===== src/rtl/instruction_sequencer.sv =====
`default_nettype none
// ============================================================================
// Module      : instruction_sequencer
// Description : Multi-cycle fetch/execute controller for the single-
//               instruction RV32I datapath. Owns the PC, fetches words over
//               a req/ack handshake, issues a one-cycle commit strobe and
//               retires in order. Halts on SYSTEM, traps on illegal opcode,
//               fetch timeout or (optionally) misaligned JAL target.
//               Optional feature macro: SEQUENCER_JAL_EN (JAL redirects PC).
// Revision    : 1.0 - initial release
// ============================================================================
module instruction_sequencer #(
    parameter logic [31:0] RESET_PC      = 32'h0000_0000,
    parameter int unsigned FETCH_TIMEOUT = 15
) (
    input  logic        clk,
    input  logic        reset_n,
    input  logic        start,
    output logic        fetch_req,
    output logic [31:0] fetch_addr,
    input  logic        fetch_ack,
    input  logic [31:0] fetch_data,
    output logic [31:0] instruction,
    output logic [31:0] pcNext,
    output logic        exec_en,
    output logic [31:0] pc,
    output logic        busy,
    output logic        halted,
    output logic        fault,
    output logic [31:0] retired_count
);

    localparam logic [2:0]  c_ST_IDLE  = 3'd0;
    localparam logic [2:0]  c_ST_FETCH = 3'd1;
    localparam logic [2:0]  c_ST_EXEC  = 3'd2;
    localparam logic [2:0]  c_ST_HALT  = 3'd3;
    localparam logic [2:0]  c_ST_FAULT = 3'd4;

    localparam logic [31:0] c_NOP      = 32'h0000_0013;
    localparam logic [7:0]  c_TIMEOUT  = 8'(FETCH_TIMEOUT);

    localparam logic [6:0]  c_OP_REG    = 7'b0110011;
    localparam logic [6:0]  c_OP_IMM    = 7'b0010011;
    localparam logic [6:0]  c_OP_LUI    = 7'b0110111;
    localparam logic [6:0]  c_OP_LOAD   = 7'b0000011;
    localparam logic [6:0]  c_OP_STORE  = 7'b0100011;
    localparam logic [6:0]  c_OP_JAL    = 7'b1101111;
    localparam logic [6:0]  c_OP_SYSTEM = 7'b1110011;

    logic [2:0]  r_state;
    logic [2:0]  w_state_next;
    logic [31:0] r_pc;
    logic [31:0] r_instruction;
    logic [31:0] r_pc_next;
    logic [31:0] r_retired;
    logic [7:0]  r_fetch_wait;

    logic [6:0]  w_opcode;
    logic [31:0] w_pc_seq;
    logic [31:0] w_pc_target;
    logic        w_op_legal;
    logic        w_op_system;
    logic        w_target_bad;
    logic        w_commit;
    logic        w_timeout;
`ifdef SEQUENCER_JAL_EN
    logic [31:0] w_jal_offset;
`endif

    // Decode the held instruction and work out where the PC goes next
    always_comb begin
        w_opcode     = r_instruction[6:0];
        w_pc_seq     = r_pc + 32'd4;
        w_pc_target  = w_pc_seq;
        w_target_bad = 1'b0;
        w_op_system  = (w_opcode == c_OP_SYSTEM);
        w_op_legal   = (w_opcode inside {c_OP_REG, c_OP_IMM, c_OP_LUI,
                                         c_OP_LOAD, c_OP_STORE, c_OP_JAL});
`ifdef SEQUENCER_JAL_EN
        w_jal_offset = {{11{r_instruction[31]}}, r_instruction[31],
                        r_instruction[19:12], r_instruction[20],
                        r_instruction[30:21], 1'b0};
        if (w_opcode == c_OP_JAL) begin
            w_pc_target  = r_pc + w_jal_offset;
            w_target_bad = (w_pc_target[1:0] != 2'b00);
        end
`endif
        w_commit     = w_op_legal && !w_target_bad;
        // Timeout fires on the FETCH cycle that would bring the count to the limit
        w_timeout    = (({1'b0, r_fetch_wait} + 9'd1) == {1'b0, c_TIMEOUT});
    end

    // State register
    always_ff @(posedge clk) begin
        if (!reset_n) begin
            r_state <= c_ST_IDLE;
        end else begin
            r_state <= w_state_next;
        end
    end

    // Next-state logic; an ack on the timeout cycle takes priority
    always_comb begin
        w_state_next = r_state;
        case (r_state)
            c_ST_IDLE: begin
                if (start) w_state_next = c_ST_FETCH;
            end
            c_ST_FETCH: begin
                if (fetch_ack)      w_state_next = c_ST_EXEC;
                else if (w_timeout) w_state_next = c_ST_FAULT;
            end
            c_ST_EXEC: begin
                if (w_commit)         w_state_next = c_ST_FETCH;
                else if (w_op_system) w_state_next = c_ST_HALT;
                else                  w_state_next = c_ST_FAULT;
            end
            c_ST_HALT: begin
                if (start) w_state_next = c_ST_FETCH;
            end
            c_ST_FAULT: begin
                w_state_next = c_ST_FAULT;
            end
            default: begin
                w_state_next = c_ST_IDLE;
            end
        endcase
    end

    // State-decoded outputs; commit strobe is suppressed while reset is asserted
    always_comb begin
        fetch_req = (r_state == c_ST_FETCH);
        busy      = (r_state == c_ST_FETCH) || (r_state == c_ST_EXEC);
        halted    = (r_state == c_ST_HALT);
        fault     = (r_state == c_ST_FAULT);
        exec_en   = reset_n && (r_state == c_ST_EXEC) && w_commit;
    end

    // PC, instruction/link latch and retire counter
    always_ff @(posedge clk) begin
        if (!reset_n) begin
            r_pc          <= RESET_PC;
            r_instruction <= c_NOP;
            r_pc_next     <= RESET_PC + 32'd4;
            r_retired     <= '0;
        end else begin
            case (r_state)
                c_ST_FETCH: begin
                    if (fetch_ack) begin
                        r_instruction <= fetch_data;
                        r_pc_next     <= w_pc_seq;
                    end
                end
                c_ST_EXEC: begin
                    if (w_commit) begin
                        r_pc      <= w_pc_target;
                        r_retired <= r_retired + 32'd1;
                    end
                end
                c_ST_HALT: begin
                    if (start) r_pc <= w_pc_seq;
                end
                default: begin
                    r_pc <= r_pc;
                end
            endcase
        end
    end

    // Fetch wait counter: zero outside FETCH so every FETCH entry starts fresh
    always_ff @(posedge clk) begin
        if (!reset_n) begin
            r_fetch_wait <= '0;
        end else if ((r_state == c_ST_FETCH) && !fetch_ack) begin
            r_fetch_wait <= r_fetch_wait + 8'd1;
        end else begin
            r_fetch_wait <= '0;
        end
    end

    assign fetch_addr    = r_pc;
    assign pc            = r_pc;
    assign instruction   = r_instruction;
    assign pcNext        = r_pc_next;
    assign retired_count = r_retired;

endmodule
`default_nettype wire

===== config.mk =====
export PLATFORM = sky130hd
export DESIGN_NAME = instruction_sequencer
export DESIGN_NICKNAME = d
export VERILOG_FILES = /design/src/rtl/instruction_sequencer.sv
export SDC_FILE = /design/constraint.sdc
export NUM_CORES = 1
export LEC_CHECK = 0
export CAP_MARGIN = 20
export CELL_PAD_IN_SITES_DETAIL_PLACEMENT = 1
export CELL_PAD_IN_SITES_GLOBAL_PLACEMENT = 1
export CORE_MARGIN = 4
export CORE_UTILIZATION = 34
export DETAILED_ROUTE_END_ITERATION = 16
export PLACE_DENSITY = 0.84
export SYNTH_ARGS = -nofsm -noshare
export SYNTH_HDL_FRONTEND = slang
export SYNTH_SLANG_ARGS = --single-unit

===== constraint.sdc =====
create_clock -name clk -period 2.4 [get_ports clk]
set_input_delay 0.6 -clock clk [delete_from_list [all_inputs] [get_ports clk]]
set_output_delay 0.6 -clock clk [all_outputs]
set_load 0.01 [all_outputs]

==> results of run 1 <==
## cell type report
| class | instances | area, um^2 | area share |
|---|---|---|---|
| clock buffers | 17 | 425.4 | 0.04483 |
| clock inverters | 15 | 200.2 | 0.02110 |
| inverters | 14 | 52.55 | 0.005538 |
| multi-input cells | 587 | 3492 | 0.3680 |
| flip-flops and latches | 135 | 2713 | 0.2859 |
| well taps | 260 | 325.3 | 0.03428 |
| repair buffers | 233 | 2281 | 0.2404 |
## cells by family after synthesis
group                    count (synthesis)  share of synthesized area
AO/OA/AOI/OAI                          182                     0.1657
XOR/XNOR                                36                    0.04744
adder cells (fa/ha/maj)                  4                   0.007530
buffers and inverters                   96                    0.07530
flip-flops                             135                     0.4066
multiplexers                            29                    0.04367
other                                    1                  0.0005642
AND/OR/NAND/NOR                        330                     0.2532
## metal layers
layer / vias to the layer above / GRT usage / routed length, um
met3: 18 / 0.04844 / 1032
met4: 0 / 0.05358 / 263
met1: 3188 / 0.2535 / 9782
met5: - / 0 / 0
met2: 152 / 0.3528 / 11150
li1: 3159 / - / -
## cell usage in the layout, fill, tap and decap left out, types with 4 or more instances in the layout
master                              n
sky130_fd_sc_hd__clkbuf_16         17
sky130_fd_sc_hd__o21a_1             4
sky130_fd_sc_hd__xnor2_1           12
sky130_fd_sc_hd__clkinvlp_4         4
sky130_fd_sc_hd__and2_1             6
sky130_fd_sc_hd__o211ai_1           6
sky130_fd_sc_hd__or4_1             14
sky130_fd_sc_hd__o31ai_1            9
sky130_fd_sc_hd__buf_12             4
sky130_fd_sc_hd__conb_1             6
sky130_fd_sc_hd__nand4_1           18
sky130_fd_sc_hd__a211oi_1          14
sky130_fd_sc_hd__buf_4             35
sky130_fd_sc_hd__ha_1               4
sky130_fd_sc_hd__a21oi_1           90
sky130_fd_sc_hd__clkdlybuf4s50_1  191
sky130_fd_sc_hd__and3_1            10
sky130_fd_sc_hd__dfxtp_2            5
sky130_fd_sc_hd__o21ai_0           37
sky130_fd_sc_hd__dfxtp_1          129
sky130_fd_sc_hd__nor2_1            41
sky130_fd_sc_hd__nand2_1          129
sky130_fd_sc_hd__inv_1             12
sky130_fd_sc_hd__nor4_1             4
sky130_fd_sc_hd__or3_1             12
sky130_fd_sc_hd__bufinv_16          4
sky130_fd_sc_hd__mux2i_1           29
sky130_fd_sc_hd__nand2b_1          25
sky130_fd_sc_hd__xor2_1            24
sky130_fd_sc_hd__nand3_1           37
sky130_fd_sc_hd__nor3_1             8
## synthesized netlist by cell type, drive strengths merged
master,number
dfxtp,135
nand2,129
a21oi,90
nor2,43
buf,42
clkbuf,40
nand3,40
o21ai,38
mux2i,29
nand2b,25
xor2,24
nand4,20
a211oi,16
or4,15
inv,14
or3,13
xnor2,12
and3,10
o31ai,9
and2,8
nor3,8
a2111oi,6
o211ai,6
nor4,5
o21a,5
ha,4
a21o,3
nor3b,3
or2,3
a21boi,2
and4,2
o2111ai,2
or4b,2
a31o,1
a32o,1
and4b,1
conb,1
nand4b,1
nor2b,1
nor4bb,1
o211a,1
o22ai,1
o41ai,1
## tightest hold or removal path, cell delays in order, from the launching register on
cell and delay [ns]:
sky130_fd_sc_hd__dfxtp_1 0.31, sky130_fd_sc_hd__nand2_1 0.05, sky130_fd_sc_hd__a21oi_1 0.05
## power groups by stage
stage / registers (mW) / logic, mW / clock network [mW]
floorplan: 2.43 / 0.223 / 0
global placement: 2.40 / 0.537 / 0
detailed placement: 2.41 / 0.550 / 0
CTS: 2.36 / 0.556 / 2.85
global route: 2.37 / 0.597 / 2.97
finish: 2.36 / 0.548 / 2.80
## registers in the layout (all words and copies together) (netlist names)
| name | count |
|---|---|
| instruction | 32 |
| retired_count | 32 |
| fetch_addr | 30 |
| pcNext | 30 |
| r_fetch_wait | 8 |
| r_state | 3 |
## worst max-delay path by stage
stage / from / end / slack, ns / depth (start not counted)
3_3_place_gp: instruction[2]$_SDFFE_PN0P_ / exec_en / 0.16 / 5
2_1_floorplan: fetch_addr[2]$_SDFFE_PN0P_ / fetch_addr[30]$_SDFFE_PN0P_ / 0.25 / 6
3_5_place_dp: start / fetch_addr[18]$_SDFFE_PN0P_ / 0.09 / 5
6_report: instruction[0]$_SDFFE_PN1P_ / exec_en / 0.09 / 5
5_1_grt: instruction[0]$_SDFFE_PN1P_ / exec_en / 0.008 / 5
4_1_cts: r_state[2]$_SDFFE_PN0P_ / halted / 0.03 / 4
## per-stage QoR
step / worst slack [ns] / instances / power, mW
after floorplan: 0.2492 / 818 / 2.656
after global placement: 0.1597 / 1229 / 2.939
after detailed placement: 0.09070 / 1229 / 2.956
after CTS: 0.03060 / 1261 / 5.766
after global routing: 0.007698 / 1261 / 5.938
final: 0.08843 / 1261 / 5.704
## what timing repair did
item                                    CTS  global route
gates resized for setup                   9             6
hold endpoints to repair                  0             0
pin swaps                                 1             0
endpoints found under the setup margin    3             4
==> impl_summary.log, run 1 <==
INFO  metric clk_pin_slew_worst_paths = 0.06 ns
INFO  metric synth_warn = 0
INFO  metric tritoncts_clock_tree = built
INFO  metric syn_inst = just over 800
INFO  metric antenna_found_initial = 0
INFO  metric wire_per_inst = around 18 um
INFO  metric finalHoldViolCount = 0
INFO  metric layout_cells_sized_above_1 = 0.1069
INFO  metric postCtsSetupRepairBufs = 0
INFO  metric numClockSinks = between 100 and 150
INFO  metric first_global_vias = ~6900
INFO  metric overflow = 0
INFO  metric synth.distinct_cells = slightly below 60
INFO  metric hold-worst-slack = 0.4521 ns
INFO  metric worst-setup-path-type = register to primary output
INFO  metric detailed_place_hpwl = about 16 mm
INFO  metric dieWidth = 147.8 um
INFO  metric drt.antenna.violating_nets = 0
INFO  metric switching_share = 0.2425
INFO  metric postPlaceCellArea = 0.008838 mm^2
INFO  metric critPathBufInv = 1
INFO  metric netlist.area_leader.share = 0.4066
INFO  metric cp.required = ~1.8 ns
INFO  metric syn-cell-area = between 0.006 and 0.007 mm^2
INFO  metric initial_utilization = 0.3506
INFO  metric drt-pass1-iter-count = 4
INFO  metric outcome = finished, final reports clean
INFO  metric post-route-cell-area = 0.009489 mm^2
INFO  metric max_clock_freq = 432.6 MHz
INFO  metric power.leakage = around 3.3 nW
INFO  metric power_frac_seq = 0.414
INFO  metric setup_slack_reg_to_reg = between 0.3 and 0.4 ns
INFO  metric worst_hold_path.num_cells = 2
INFO  metric grt_pass1_wl = roughly 36 mm
INFO  metric pin_count = between 200 and 250
INFO  metric clk_root_buffer_cell = sky130_fd_sc_hd__clkbuf_16
INFO  metric h-tree-depth = 4
INFO  metric die_height = 147.8 um
INFO  metric timing.reg2reg.worst_path_depth = 6
INFO  metric hold_path_startpoint = instruction[29]$_SDFFE_PN0P_
INFO  metric crit_path_start_kind = register
INFO  metric finalWeightedCongestion = 0.8207
INFO  metric worst_r2r_startpoint = fetch_addr[2]$_SDFFE_PN0P_
INFO  metric flow.area_growth_from_synthesis = 42.77%
INFO  metric clockBufferDepth = 2
INFO  metric synthesis.area_per_instance = 8.175 um^2
INFO  metric final_report_max_slew_violation_count = 0
INFO  metric vias = 6517
INFO  metric critical-path-max-stage-delay = approximately 0.36 ns
INFO  metric filler_cell_count = roughly 2200
INFO  metric power.clock.fraction = 0.490
INFO  metric hold-path-endpoint = instruction[29]$_SDFFE_PN0P_
INFO  metric worst_slew_margin_rel = 0.4471
INFO  metric critPathTopFamily = flip-flops
INFO  metric critical_path_arrival = 1.71 ns
INFO  metric routed_wl = roughly 22 mm
INFO  metric area_contributors_post_synth = sky130_fd_sc_hd__dfxtp_1 41%, sky130_fd_sc_hd__nand2_1 7.3%, sky130_fd_sc_hd__a21oi_1 6.8%
INFO  metric cp_slowest_cell = sky130_fd_sc_hd__dfxtp_1
INFO  metric grt_start_max_net_pins = 84
INFO  metric worstPathMaxFanout = 4
INFO  metric globalRouteTotalUtil = 0.2032
INFO  metric power_density = approximately 600 mW/mm^2
INFO  metric part_of_the_power_in_combinational_logic = 0.096
INFO  metric post-route-util = 0.5006
INFO  metric post-route-drc-count = 0
INFO  metric cts.hold.buffers_added = 0
INFO  metric placement.io_buffers = about 190
INFO  metric drv.max_cap_violation_count = 0
INFO  metric clock-skew-final = ~0.01 ns
INFO  metric vdd.ir_drop.worst = around 0.47 mV
INFO  metric core_area = around 0.019 mm^2
INFO  metric crit_chain = and2_1, o211a_1, o21ai_4, nor2_1, dlygate4sd2_1
INFO  metric setup_viol = 0
INFO  metric layout_worst_path_cycle_share = 0.9632
INFO  metric cp-end-kind = primary output
INFO  metric power.net_switching = approximately 1.4 mW
INFO  metric placement_rows = 50
INFO  metric antennaDiodeCount = 0
INFO  metric worstMarginPinSlew = between 0.8 and 0.9 ns
INFO  metric reg_to_reg_endpoint = fetch_addr[30]$_SDFFE_PN0P_
INFO  metric p_int = between 4 and 5 mW
INFO  metric period_minus_slack = roughly 2.3 ns
INFO  metric detailedRoute.firstIterationViolations = between 200 and 300
INFO  metric setup_tns = 0 ns
INFO  metric cts-buffers-inserted = 17
INFO  metric rsz0062_at_grt = no
INFO  metric routed_via_count_divided_by_cell_count = 5.168
INFO  metric synth.yosys.seq_area_share = 0.4066
INFO  metric min-delay-path-class = register to register
INFO  metric finish.net_count = between 1000 and 1500
INFO  metric synth_top_cell_by_area = sky130_fd_sc_hd__dfxtp_1
INFO  metric fp.dieArea = roughly 0.022 mm^2
INFO  metric ys_ff_latch = ~140
INFO  metric insertion_delay = about 0.42 ns
Power figures use the tool's default switching activity.
==> inputs of run 2 (changes only) <==
--- a/config.mk
+++ b/config.mk
@@ -8,7 +8,6 @@
 export CAP_MARGIN = 20
 export CELL_PAD_IN_SITES_DETAIL_PLACEMENT = 1
 export CELL_PAD_IN_SITES_GLOBAL_PLACEMENT = 1
-export CORE_MARGIN = 4
 export CORE_UTILIZATION = 34
 export DETAILED_ROUTE_END_ITERATION = 16
 export PLACE_DENSITY = 0.84
==> run 2 against run 1 <==
Sequential share of layout area up 0.062 points. Register-to-register slack about the same. Hold slack is essentially flat. Utilization decreased by 0.18 points. Flip-flop and latch count unchanged. Final cell count rose by 0.16%. Setup slack better by 0.0090 ns. Die area down 8.0%. Highest routed layer unchanged. Via count increased by 0.29%. Sequential power hardly changed. Non-clock buffer count is 2 higher. Critical endpoint is now busy. Largest cell class unchanged.
==> impl_summary.log, run 2 (same netlist as run 1, synthesis figures left out) <==
INFO  metric post-route-cell-area = 0.009455 mm^2
INFO  metric routed_wl = ~21 mm
INFO  metric die_height = ~140 um
INFO  metric initial_utilization = 0.3506
INFO  metric placement.setup.worst_slack = approximately 0.13 ns
INFO  metric clockBufferDepth = 2
INFO  metric vias = 6536
INFO  metric postCtsSetupRepairBufs = 0
INFO  metric worstPathMaxFanout = 7
INFO  metric tritoncts_clock_tree = built
INFO  metric vdd.ir_drop.worst = 0.5125 mV
INFO  metric placement.io_buffers = 194
INFO  metric finalHoldViolCount = 0
INFO  metric setup_viol = 0
INFO  metric clk_root_buffer_cell = sky130_fd_sc_hd__clkbuf_16
INFO  metric grt_pass1_wl = 33.99 mm
INFO  metric drt-pass1-iter-count = 5
INFO  metric mostFrequentLayoutCell = sky130_fd_sc_hd__clkdlybuf4s50_1
INFO  metric cp_slowest_cell = sky130_fd_sc_hd__clkdlybuf4s50_1
INFO  metric crit_path_start_kind = register
INFO  metric fin_total_pwr = about 5.7 mW
INFO  metric layout_worst_path_cycle_share = 0.9594
INFO  metric seq_area = roughly 0.0027 mm^2
INFO  metric setup_tns = 0 ns
INFO  metric antennaDiodeCount = 0
INFO  metric numClockSinks = around 140
INFO  metric cts-buffers-inserted = 17
INFO  metric h-tree-depth = 4
INFO  metric antenna_found_initial = 0
INFO  metric worst-setup-path-type = register to primary output
INFO  metric dieWidth = around 140 um
INFO  metric critical-path-max-stage-delay = roughly 0.57 ns
INFO  metric final_report_max_slew_violation_count = 0
INFO  metric fp.dieArea = a little over 0.02 mm^2
INFO  metric max_clock_freq = approximately 430 MHz
INFO  metric final_cell_mix = 191 x sky130_fd_sc_hd__clkdlybuf4s50_1, 130 x sky130_fd_sc_hd__dfxtp_1, 129 x sky130_fd_sc_hd__nand2_1
INFO  metric flow.area_growth_from_synthesis = 42.26%
INFO  metric final_cell_count_no_fill = 1263
INFO  metric power.leakage = 3.245 nW
INFO  metric globalRouteTotalUtil = 0.2128
INFO  metric cp-end-kind = primary output
INFO  metric hold-worst-slack = between 0.4 and 0.5 ns
INFO  metric overflow = 0
INFO  metric cts.hold.buffers_added = 0
INFO  metric dp_cells = 1231
INFO  metric grt_start_max_net_pins = 84
INFO  metric cp.required = 1.80 ns
INFO  metric placement_rows = 50
INFO  metric detailed_place_hpwl = 14.53 mm
INFO  metric crit_chain = inv_2, nand2_1, a21oi_1, clkdlybuf4s50_1
INFO  metric clk_pin_slew_worst_paths = 0.06 ns
INFO  metric drv.max_cap_violation_count = 0
INFO  metric worstMarginPinSlew = between 0.8 and 0.9 ns
INFO  metric detailedRoute.firstIterationViolations = about 210
INFO  metric worst_slew_margin_rel = 0.4428
INFO  metric power_density = approximately 600 mW/mm^2
INFO  metric finalWeightedCongestion = around 0.8
INFO  metric pin_count = roughly 200
INFO  metric min-delay-path-class = register to register
INFO  metric layout_cells_sized_above_1 = 0.1037
INFO  metric wire_per_inst = 16.78 um
INFO  metric postPlaceCellArea = between 0.008 and 0.009 mm^2
INFO  metric drt.antenna.violating_nets = 0
INFO  metric period_minus_slack = between 2 and 2.5 ns
INFO  metric outcome = finished, final reports clean
INFO  metric routed_via_count_divided_by_cell_count = just over 5
INFO  metric finish.net_count = 1030
INFO  metric final.setup.worst_slack = roughly 0.1 ns
INFO  metric core_area = ~0.019 mm^2
INFO  metric critical_path_arrival = roughly 1.7 ns
INFO  metric insertion_delay = around 0.42 ns
INFO  metric first_global_vias = between 6000 and 7000
INFO  metric clock-skew-final = 0.01046 ns
INFO  metric post-route-drc-count = 0
INFO  metric total_area_of_multi_input_combinational_cells = 0.003487 mm^2
INFO  metric filler_cell_count = around 2200
INFO  metric post-route-util = 0.4988
==> run 2: routing by layer <==
| layer | track usage | vias up | wire [um] |
|---|---|---|---|
| met1 | 0.2628 | 3167 | 9473 |
| met3 | 0.03847 | 20 | 1008 |
| met4 | 0.08319 | 0 | 327 |
| met5 | 0 | - | 0 |
| li1 | - | 3172 | - |
| met2 | 0.3661 | 177 | 10380 |
==> run 2: area by class of cell <==
| class | instances | area share |
|---|---|---|
| inverter | 14 | 0.005558 |
| clock buffer | 19 | 0.04684 |
| multi-input combinational | 587 | 0.3688 |
| tap | 260 | 0.03441 |
| clock inverter | 13 | 0.01892 |
| sequential | 135 | 0.2865 |
| timing repair buffer | 235 | 0.2390 |
==> run 2: critical path, delay by kind of cell (launching register included) <==
kind | cells | cell delay (ns)
flops | 1 | 0.36
compound gates | 1 | 0.17
buf+inv | 2 | 0.69
simple gates | 1 | 0.08
==> run 2: worst paths after layout <==
path / slack [ns] / to / from / depth (start not counted)
setup reg to reg: 0.31 / retired_count[14]$_SDFFE_PN0P_ / r_state[2]$_SDFFE_PN0P_ / 7
hold reg to reg: 0.45 / instruction[8]$_SDFFE_PN0P_ / instruction[8]$_SDFFE_PN0P_ / 2
setup / recovery: 0.1 / busy / r_state[0]$_SDFFE_PN0P_ / 4
hold / removal: 0.45 / instruction[8]$_SDFFE_PN0P_ / instruction[8]$_SDFFE_PN0P_ / 2
==> run 2: repair_timing <==
item	4_1_cts	5_1_grt
endpoints found under the setup margin	3	4
hold endpoints to repair	0	0
gates resized for setup	8	4
pin swaps	2	0
==> run 2: power breakdown <==
group	leakage, nW	total [mW]	internal, mW	switching [mW]
sequential	1.10	2.36	2.31	0.0459
combinational	1.85	0.529	0.255	0.274
clock	0.295	2.77	1.76	1.01
total	3.25	5.66	4.33	1.33
==> inputs of run 3 (changes only) <==
--- a/config.mk
+++ b/config.mk
@@ -5,6 +5,7 @@
 export SDC_FILE = /design/constraint.sdc
 export NUM_CORES = 1
 export LEC_CHECK = 0
+export ABC_CLOCK_PERIOD_IN_PS = 2400
 export CAP_MARGIN = 20
 export CELL_PAD_IN_SITES_DETAIL_PLACEMENT = 1
 export CELL_PAD_IN_SITES_GLOBAL_PLACEMENT = 1
==> results of run 3 <==
No change in the layout: final DEF, timing and power equal those of run 2.
